$ cat src/rtl/hpc3_mul_scheduler_if.sv
// Requester-side bundle of the shared HPC3 multiplier: two operand request
// channels and two result channels, one lane per requester.
interface hpc3_mul_scheduler_if #(
    parameter int WIDTH = 3
);
    logic [1:0]            rq_valid;
    logic [1:0]            rq_ready;
    logic [1:0][WIDTH-1:0] rq_a_0;
    logic [1:0][WIDTH-1:0] rq_a_1;
    logic [1:0][WIDTH-1:0] rq_b_0;
    logic [1:0][WIDTH-1:0] rq_b_1;
    logic [1:0]            rs_valid;
    logic [1:0]            rs_ready;
    logic [1:0][WIDTH-1:0] rs_c_0;
    logic [1:0][WIDTH-1:0] rs_c_1;

    modport master (
        output rq_valid, rq_a_0, rq_a_1, rq_b_0, rq_b_1, rs_ready,
        input  rq_ready, rs_valid, rs_c_0, rs_c_1
    );

    modport slave (
        input  rq_valid, rq_a_0, rq_a_1, rq_b_0, rq_b_1, rs_ready,
        output rq_ready, rs_valid, rs_c_0, rs_c_1
    );
endinterface

$ cat src/rtl/hpc3_mul_scheduler.sv
// Round-robin scheduler sharing one d=1 HPC3 masked AND gadget between two
// requesters, with LFSR randomness and per-requester result holding.
module hpc3_mul_scheduler #(
    parameter int          WIDTH   = 3,
    parameter int          LATENCY = 1,
    parameter logic [15:0] SEED    = 16'hACE1
) (
    input  logic                clk,
    input  logic                reset,
    hpc3_mul_scheduler_if.slave rq_bus,
    output logic [WIDTH-1:0]    g_a_0,
    output logic [WIDTH-1:0]    g_a_1,
    output logic [WIDTH-1:0]    g_b_0,
    output logic [WIDTH-1:0]    g_b_1,
    output logic                g_rand_ref,
    output logic                g_rand_mul,
    input  logic [WIDTH-1:0]    g_c_0,
    input  logic [WIDTH-1:0]    g_c_1
);

    logic [1:0]            busy_q, busy_d;
    logic                  rr_q, rr_d;
    logic [15:0]           lfsr_q, lfsr_d;
    logic [LATENCY-1:0]    pipe_valid_q, pipe_valid_d;
    logic [LATENCY-1:0]    pipe_id_q, pipe_id_d;
    logic [1:0]            rs_valid_q, rs_valid_d;
    logic [1:0][WIDTH-1:0] rs_c_0_q, rs_c_0_d;
    logic [1:0][WIDTH-1:0] rs_c_1_q, rs_c_1_d;

    logic [1:0] eligible;
    logic [1:0] grant;
    logic       issue;
    logic       gid;
    logic       done;
    logic       done_id;
    logic       lfsr_fb;

    // Arbiter: rr only breaks ties; no grant while reset is asserted.
    always_comb begin
        eligible = rq_bus.rq_valid & ~busy_q;
        grant    = '0;
        if (!reset) begin
            if (&eligible) grant[rr_q] = 1'b1;
            else           grant       = eligible;
        end
        issue = |grant;
        gid   = grant[1];
    end

    // Shares are muxed per requester as a whole, zero when nothing is issued.
    always_comb begin
        g_a_0      = issue ? rq_bus.rq_a_0[gid] : '0;
        g_a_1      = issue ? rq_bus.rq_a_1[gid] : '0;
        g_b_0      = issue ? rq_bus.rq_b_0[gid] : '0;
        g_b_1      = issue ? rq_bus.rq_b_1[gid] : '0;
        g_rand_mul = lfsr_q[0];
        g_rand_ref = lfsr_q[8];
    end

    // Right-shifting Fibonacci form of x^16+x^14+x^13+x^11+1.
    assign lfsr_fb = lfsr_q[0] ^ lfsr_q[2] ^ lfsr_q[3] ^ lfsr_q[5];

    always_comb begin
        lfsr_d          = issue ? {lfsr_fb, lfsr_q[15:1]} : lfsr_q;
        rr_d            = issue ? ~gid : rr_q;
        pipe_valid_d[0] = issue;
        pipe_id_d[0]    = gid;
        for (int k = 1; k < LATENCY; k++) begin
            pipe_valid_d[k] = pipe_valid_q[k-1];
            pipe_id_d[k]    = pipe_id_q[k-1];
        end
        done       = pipe_valid_q[LATENCY-1];
        done_id    = pipe_id_q[LATENCY-1];
        busy_d     = busy_q;
        rs_valid_d = rs_valid_q;
        rs_c_0_d   = rs_c_0_q;
        rs_c_1_d   = rs_c_1_q;
        for (int i = 0; i < 2; i++) begin
            if (rs_valid_q[i] && rq_bus.rs_ready[i]) begin
                rs_valid_d[i] = 1'b0;
                busy_d[i]     = 1'b0;
            end
            if (done && (done_id == 1'(i))) begin
                rs_valid_d[i] = 1'b1;
                rs_c_0_d[i]   = g_c_0;
                rs_c_1_d[i]   = g_c_1;
            end
            if (grant[i]) busy_d[i] = 1'b1;
        end
    end

    // NOTE: every flop uses <= so all state advances from the same pre-edge
    // values; the tracking pipe is reset too, which is what drops in-flight ops.
    always_ff @(posedge clk) begin
        if (reset) begin
            busy_q       <= '0;
            rr_q         <= 1'b0;
            lfsr_q       <= SEED;
            pipe_valid_q <= '0;
            pipe_id_q    <= '0;
            rs_valid_q   <= '0;
            rs_c_0_q     <= '0;
            rs_c_1_q     <= '0;
        end else begin
            busy_q       <= busy_d;
            rr_q         <= rr_d;
            lfsr_q       <= lfsr_d;
            pipe_valid_q <= pipe_valid_d;
            pipe_id_q    <= pipe_id_d;
            rs_valid_q   <= rs_valid_d;
            rs_c_0_q     <= rs_c_0_d;
            rs_c_1_q     <= rs_c_1_d;
        end
    end

    assign rq_bus.rq_ready = grant;
    assign rq_bus.rs_valid = rs_valid_q;
    assign rq_bus.rs_c_0   = rs_c_0_q;
    assign rq_bus.rs_c_1   = rs_c_1_q;

endmodule

$ cat src/flat_wrapper.sv
// flat-port wrapper written by rule: the top's interface ports become plain ports
module hpc3_mul_scheduler_flat 
#(
    parameter int          WIDTH   = 3,
    parameter int          LATENCY = 1,
    parameter logic [15:0] SEED    = 16'hACE1
)
  (clk, reset, g_a_0, g_a_1, g_b_0, g_b_1, g_rand_ref, g_rand_mul, g_c_0, g_c_1, rq_bus_rq_valid, rq_bus_rq_a_0, rq_bus_rq_a_1, rq_bus_rq_b_0, rq_bus_rq_b_1, rq_bus_rs_ready, rq_bus_rq_ready, rq_bus_rs_valid, rq_bus_rs_c_0, rq_bus_rs_c_1);
  hpc3_mul_scheduler_if #(.WIDTH(WIDTH)) rq_bus_i ();
  input  logic clk;
  input  logic reset;
  output logic [WIDTH-1:0] g_a_0;
  output logic [WIDTH-1:0] g_a_1;
  output logic [WIDTH-1:0] g_b_0;
  output logic [WIDTH-1:0] g_b_1;
  output logic g_rand_ref;
  output logic g_rand_mul;
  input  logic [WIDTH-1:0] g_c_0;
  input  logic [WIDTH-1:0] g_c_1;
  input wire logic [$bits(rq_bus_i.rq_valid)-1:0] rq_bus_rq_valid;
  input wire logic [$bits(rq_bus_i.rq_a_0)-1:0] rq_bus_rq_a_0;
  input wire logic [$bits(rq_bus_i.rq_a_1)-1:0] rq_bus_rq_a_1;
  input wire logic [$bits(rq_bus_i.rq_b_0)-1:0] rq_bus_rq_b_0;
  input wire logic [$bits(rq_bus_i.rq_b_1)-1:0] rq_bus_rq_b_1;
  input wire logic [$bits(rq_bus_i.rs_ready)-1:0] rq_bus_rs_ready;
  output wire logic [$bits(rq_bus_i.rq_ready)-1:0] rq_bus_rq_ready;
  output wire logic [$bits(rq_bus_i.rs_valid)-1:0] rq_bus_rs_valid;
  output wire logic [$bits(rq_bus_i.rs_c_0)-1:0] rq_bus_rs_c_0;
  output wire logic [$bits(rq_bus_i.rs_c_1)-1:0] rq_bus_rs_c_1;
  assign rq_bus_i.rq_valid = rq_bus_rq_valid;
  assign rq_bus_i.rq_a_0 = rq_bus_rq_a_0;
  assign rq_bus_i.rq_a_1 = rq_bus_rq_a_1;
  assign rq_bus_i.rq_b_0 = rq_bus_rq_b_0;
  assign rq_bus_i.rq_b_1 = rq_bus_rq_b_1;
  assign rq_bus_i.rs_ready = rq_bus_rs_ready;
  assign rq_bus_rq_ready = rq_bus_i.rq_ready;
  assign rq_bus_rs_valid = rq_bus_i.rs_valid;
  assign rq_bus_rs_c_0 = rq_bus_i.rs_c_0;
  assign rq_bus_rs_c_1 = rq_bus_i.rs_c_1;
  hpc3_mul_scheduler #(.WIDTH(WIDTH), .LATENCY(LATENCY), .SEED(SEED)) u_core (.clk(clk), .reset(reset), .rq_bus(rq_bus_i), .g_a_0(g_a_0), .g_a_1(g_a_1), .g_b_0(g_b_0), .g_b_1(g_b_1), .g_rand_ref(g_rand_ref), .g_rand_mul(g_rand_mul), .g_c_0(g_c_0), .g_c_1(g_c_1));
endmodule
$ cat config.mk
export PLATFORM = sky130hd
export DESIGN_NAME = hpc3_mul_scheduler_flat
export DESIGN_NICKNAME = d
export VERILOG_FILES = /design/src/rtl/hpc3_mul_scheduler_if.sv /design/src/rtl/hpc3_mul_scheduler.sv /design/src/flat_wrapper.sv
export SDC_FILE = /design/constraint.sdc
export NUM_CORES = 1
export LEC_CHECK = 0
export CAP_MARGIN = 15
export CORE_ASPECT_RATIO = 1.1
export CORE_UTILIZATION = 37
export CTS_BUF_LIST = sky130_fd_sc_hd__clkbuf_16
export DETAILED_ROUTE_END_ITERATION = 10
export MAX_ROUTING_LAYER = met4
export PLACE_DENSITY = 0.81
export SLEW_MARGIN = 20
export SYNTH_ARGS = -nofsm -noshare
export SYNTH_HDL_FRONTEND = slang
export SYNTH_SLANG_ARGS = --single-unit
$ cat constraint.sdc
create_clock -name clk -period 1.7 [get_ports clk]
set_clock_uncertainty 0.05 [all_clocks]
set_input_delay 0.34 -clock clk [delete_from_list [all_inputs] [get_ports clk]]
set_output_delay 0.34 -clock clk [all_outputs]
set_load 0.05 [all_outputs]
# ---- Yosys cells after proc, flatten, opt, wreduce, memory -nomap -nowiden
# Cells that the tools add are included.
dict set report totals {
  regBits 35
  inputBits 36
}
dict set report classes {
  n_reduce_logical 11
  bitwise 7
  muxes 22
  magnitude_cmp 3
}
# cell count
set ops {}
lappend ops {{$mux 3} 12}
lappend ops {{$reduce_bool 2->1} 4}
lappend ops {{$mux 1} 7}
lappend ops {{$logic_and 1x1->1} 5}
lappend ops {{$lt 1x2->1 const B} 2}
lappend ops {{$mux 2} 2}
lappend ops {{$xor 1x1->1} 3}
lappend ops {{$and 2x2->2} 1}
lappend ops {{$not 1->1} 2}
lappend ops {{$not 2->2} 1}
lappend ops {{$reduce_and 2->1} 1}
lappend ops {{$reduce_or 2->1} 1}
lappend ops {{$demux 1 s1} 1}
lappend ops {{$ge 1x1->1 const B} 1}

# ---- Logic depth before layout (Yosys ltp)
# Gate-level depths: netlist of the first run.
dict set report logic_depth {
  ltp_word 9
  depth_mapped 7
}

# ---- Worst setup path after synthesis of the first run
# No wires, ideal clock.
dict set report synth_path {
  kind {input port to output port}
  from {input port reset}
  to {output port g_a_0[0]}
  cell_stages 6
  required_time_ns 1.310
  path_slack_ns -0.553
  arrival_time_ns 1.863
  cell_sequence {buf_6 > or3_1 > buf_6 > buf_12 > mux2i_1 > nor2_1}
}
dict set report synth_via {
  elab_chain_len 4
  elab_cells_between_ends 5
  cone_classes {4 x mux; 1 x reduce/logical}
}
# item line_no
set synth_rtl {}
lappend synth_rtl {{start, declared} flat_wrapper.sv:11} ;# input logic reset;
lappend synth_rtl {{$mux 2 *} hpc3_mul_scheduler.sv:42} ;# if (!reset) begin
lappend synth_rtl {{$mux 3 (implied by the code) (2 in series)} hpc3_mul_scheduler.sv:52} ;# g_a_0 = issue ? rq_bus.rq_a_0[gid] : '0;
lappend synth_rtl {{$mux 3 *} hpc3_mul_scheduler.sv:52}
lappend synth_rtl {{end, declared} flat_wrapper.sv:12} ;# output logic [WIDTH-1:0] g_a_0;
# Mark *: on every way between the ends. The rest lies on a longest branch, timed or not. The select of a mux whose other input is x is not followed.

# ---- Worst setup path in the final report of the first run
dict set report layout_path {
  from {register u_core.busy_q[1]}
  to {output port g_b_1[0]}
}
dict set report layout_via {
  elab_chain_len 8
  elab_cells_between_ends 9
  cone_classes {5 x mux; 2 x bitwise; 2 x reduce/logical}
}
# item line_no
set layout_rtl {}
lappend layout_rtl {{start, declared} hpc3_mul_scheduler.sv:21} ;# logic [1:0] busy_q, busy_d;
lappend layout_rtl {{start signal, assigned} hpc3_mul_scheduler.sv:105} ;# busy_q <= busy_d;
lappend layout_rtl {{$not 2->2 *} hpc3_mul_scheduler.sv:40} ;# eligible = rq_bus.rq_valid & ~busy_q;
lappend layout_rtl {{$and 2x2->2 *} hpc3_mul_scheduler.sv:40}
lappend layout_rtl {{$reduce_and 2->1} hpc3_mul_scheduler.sv:43} ;# if (&eligible) grant[rr_q] = 1'b1;
lappend layout_rtl {{$mux 2 *} hpc3_mul_scheduler.sv:43}
lappend layout_rtl {{$mux 2 *} hpc3_mul_scheduler.sv:42}
lappend layout_rtl {{$mux 3 (implied by the code) (2 in series)} hpc3_mul_scheduler.sv:55} ;# g_b_1 = issue ? rq_bus.rq_b_1[gid] : '0;
lappend layout_rtl {{$mux 3 *} hpc3_mul_scheduler.sv:55}
lappend layout_rtl {{end, declared} flat_wrapper.sv:15} ;# output logic [WIDTH-1:0] g_b_1;
# Marks and branches as above.

==> out/metrics.yaml, run 1 <==
hold_path:
  hp-class: "flop to flop"
yosys:
  ys_ff_latch: 35
  avgSynthCellArea_um2: 8.10
  ys_warn_count: 0
  mappedNetlistArea_mm2: 0.00147
  syn_inst: 181
  synth.distinct_cells: 24
  yosysSeqAreaShare: 0.478
  synth_nets: 217
critical_path:
  critPathArrivalTime_ns: 1.75
  endpoint_kind: "output pin"
  worstPathMaxFanout: 8
  setup.worst_path.start_class: "flop"
  crit_required_ns: 1.31
  critical_path_class: "flop to output pin"
timing:
  clock.fmax_mhz: 468
  slew_violations: 0
  hold_ws_ns: 0.402
  hold_viol: 0
  min_period_over_period: 1.26
  setup_tns_ns: -5.27
  fin_ws_ns: -0.437
  setup_viol: 14
  worst_pin_slew_ns: 0.405
  grt_setup_unrepaired: "yes"
  slew_headroom: 0.729
  period_minus_slack_ns: 2.14
final_layout:
  fill_cells: 254
  post-route-util: 0.723
  final_common_cell: "nand2_1"
  fin_nets: 291
  mostFrequentLayoutCells: "51 x nand2_1, 33 x dfxtp_1, 32 x clkdlybuf4s50_1"
  n_antenna_cell: 0
  layout-drive-gt1-share: 0.328
  areaGrowthSynthToFinish_pct: 82.9
placed_design:
  numPortBuffers: 65
  hpwlAfterDp_um: 2610
  gp_congestion: 0.718
die:
  ios: 66
  die_x_um: 62.0
  die-area_mm2: 0.00422
  initial_utilization: 0.395
  rows: 23
  die_h_um: 68.0
  core_mm2: 0.00371
drt:
  via_per_inst: 4.74
  drt_iter0_drc: 59
  wl_per_cell_um: 13.7
  vias: 1450
  drt-pass1-iter-count: 5
  antenna_left: 0
  drc: 0
  wirelength_um: 4180
global_routing:
  grt_use_met3: 0.0794
  use_met1: 0.215
  overflow: 0
  gr-max-usage-layer: "met2"
  grt_pass1_wl_um: 6220
  grt_pass1_vias: 1388
  grt_max_degree: 28
  grtUsageMet2: 0.378
  track_usage: 0.214
  antenna_found_initial: 0
power:
  vdd_drop_max_uv: 705
  power_leakage_uw: 0.00106
  cellPowerDensity_mw_per_mm2: 937
clocking:
  clock-sinks: 35
  cts_buffer_depth: 2
  root_buffer: "clkbuf_16"
  cts_tree: "built"
  clk_latency_ns: 0.28
  cts-buffers-inserted: 5
  htreeDepth: 2
  clkTransAtPathRegs_ns: 0.05
  hold_buffers: 0
run_status:
  status: "finished with violations"
  violations: "setup timing"
run:
  max_cap_violations: 0
## critical path, cell delays in order (launching register included)
cell and delay (ns):
dfxtp_2 0.32, nand2b_4 0.13, or3_4 0.36, buf_12 0.18
mux2i_4 0.20, nor2_4 0.12, buf_8 0.15
## state kept, by name, summed over array words and instances (netlist names)
| name | count |
|---|---|
| u_core.lfsr_q | 16 |
| u_core.rq_bus.rs_c_0 | 6 |
| u_core.rq_bus.rs_c_1 | 6 |
| u_core.busy_q | 2 |
| u_core.rq_bus.rs_valid | 2 |
| u_core.done | 1 |
| u_core.done_id | 1 |
| u_core.rr_q | 1 |
## where the power goes
group / total [uW] / internal (uW) / switching (uW)
combinational: 743 / 345 / 398
sequential: 930 / 886 / 43.2
clock: 841 / 528 / 313
total: 2510 / 1760 / 754
## stage by stage
| stage | instances | total power, uW | instance area [um^2] | setup slack [ns] |
|---|---|---|---|---|
| floorplan | 181 | 1330 | 1570 | -0.213 |
| global placement | 297 | 1550 | 2260 | -0.618 |
| global route | 306 | 2620 | 2680 | -0.477 |
| CTS | 305 | 2510 | 2640 | -0.429 |
| finish | 306 | 2510 | 2680 | -0.437 |
| detailed placement | 297 | 1560 | 2260 | -0.664 |
## worst paths after layout
kind                                       start                              to  slack (ns)  cells past startpoint
hold reg to reg   u_core.lfsr_q[14]$_SDFFE_PP0P_  u_core.lfsr_q[14]$_SDFFE_PP0P_        0.40                      2
hold / removal    u_core.lfsr_q[14]$_SDFFE_PP0P_  u_core.lfsr_q[14]$_SDFFE_PP0P_        0.40                      2
setup reg to reg   u_core.busy_q[1]$_SDFFE_PP0P_  u_core.lfsr_q[15]$_SDFFE_PP1P_        0.02                      8
setup / recovery   u_core.busy_q[1]$_SDFFE_PP0P_                        g_b_1[0]       -0.44                      6
## layer usage
metal	part of all wire	vias up
met5	0	-
met2	0.52	50
met4	0.015	0
met1	0.39	651
li1	-	743
met3	0.072	6
## final cells by class
type	instances	area [um^2]	share of cell area
Multi-Input combinational cell	130	933	0.348
Clock inverter	3	12.5	0.00466
Sequential cell	35	703	0.262
Clock buffer	5	125	0.0466
Inverter	5	21.3	0.00793
Timing Repair Buffer	78	825	0.307
Tap cell	50	62.6	0.0233
## timing repair
action	in CTS	in global routing
gates cloned	0	0
buffers inserted	0	1
pin swaps	10	8
setup endpoints to repair	31	14
gates resized for setup	53	10
## Yosys cell counts
master     n  area (um^2)
or3_1      1         6.26
a21o_1     1         7.51
inv_1      3         11.3
xnor2_1    3         26.3
a21oi_1   24          120
dfxtp_1   35          701
nand2b_4   1         13.8
clkinv_1   1         3.75
buf_12     1         20.0
inv_2      1         3.75
buf_1      1         3.75
buf_4      1         7.51
nor3b_1    1         7.51
nand2_1   51          191
nor2_1    14         52.6
buf_2      1         5.00
nor3_1     2         10.0
clkbuf_1   5         18.8
nand3_1   13         65.1
buf_6      2         22.5
nor2b_1    1         6.26
nand2b_1   4         25.0
a31o_2     2         17.5
mux2i_1   12          120
## logic make-up (layout without fill, tap and decap cells)
group,count (synthesis),after routing,share of synthesized area
compound gates,27,27,0.0990
xor+xnor,3,3,0.0179
buf+inv,16,91,0.0657
flops,35,35,0.478
mux,12,12,0.0819
simple gates,88,88,0.258
(Power assumes the default switching activity.)
==> run 2, diff against run 1 <==
Settings changed: CAP_MARGIN 15 to unset.
==> results of run 2 <==
Same layout as run 1: the final DEF is identical, and so are final timing and power.
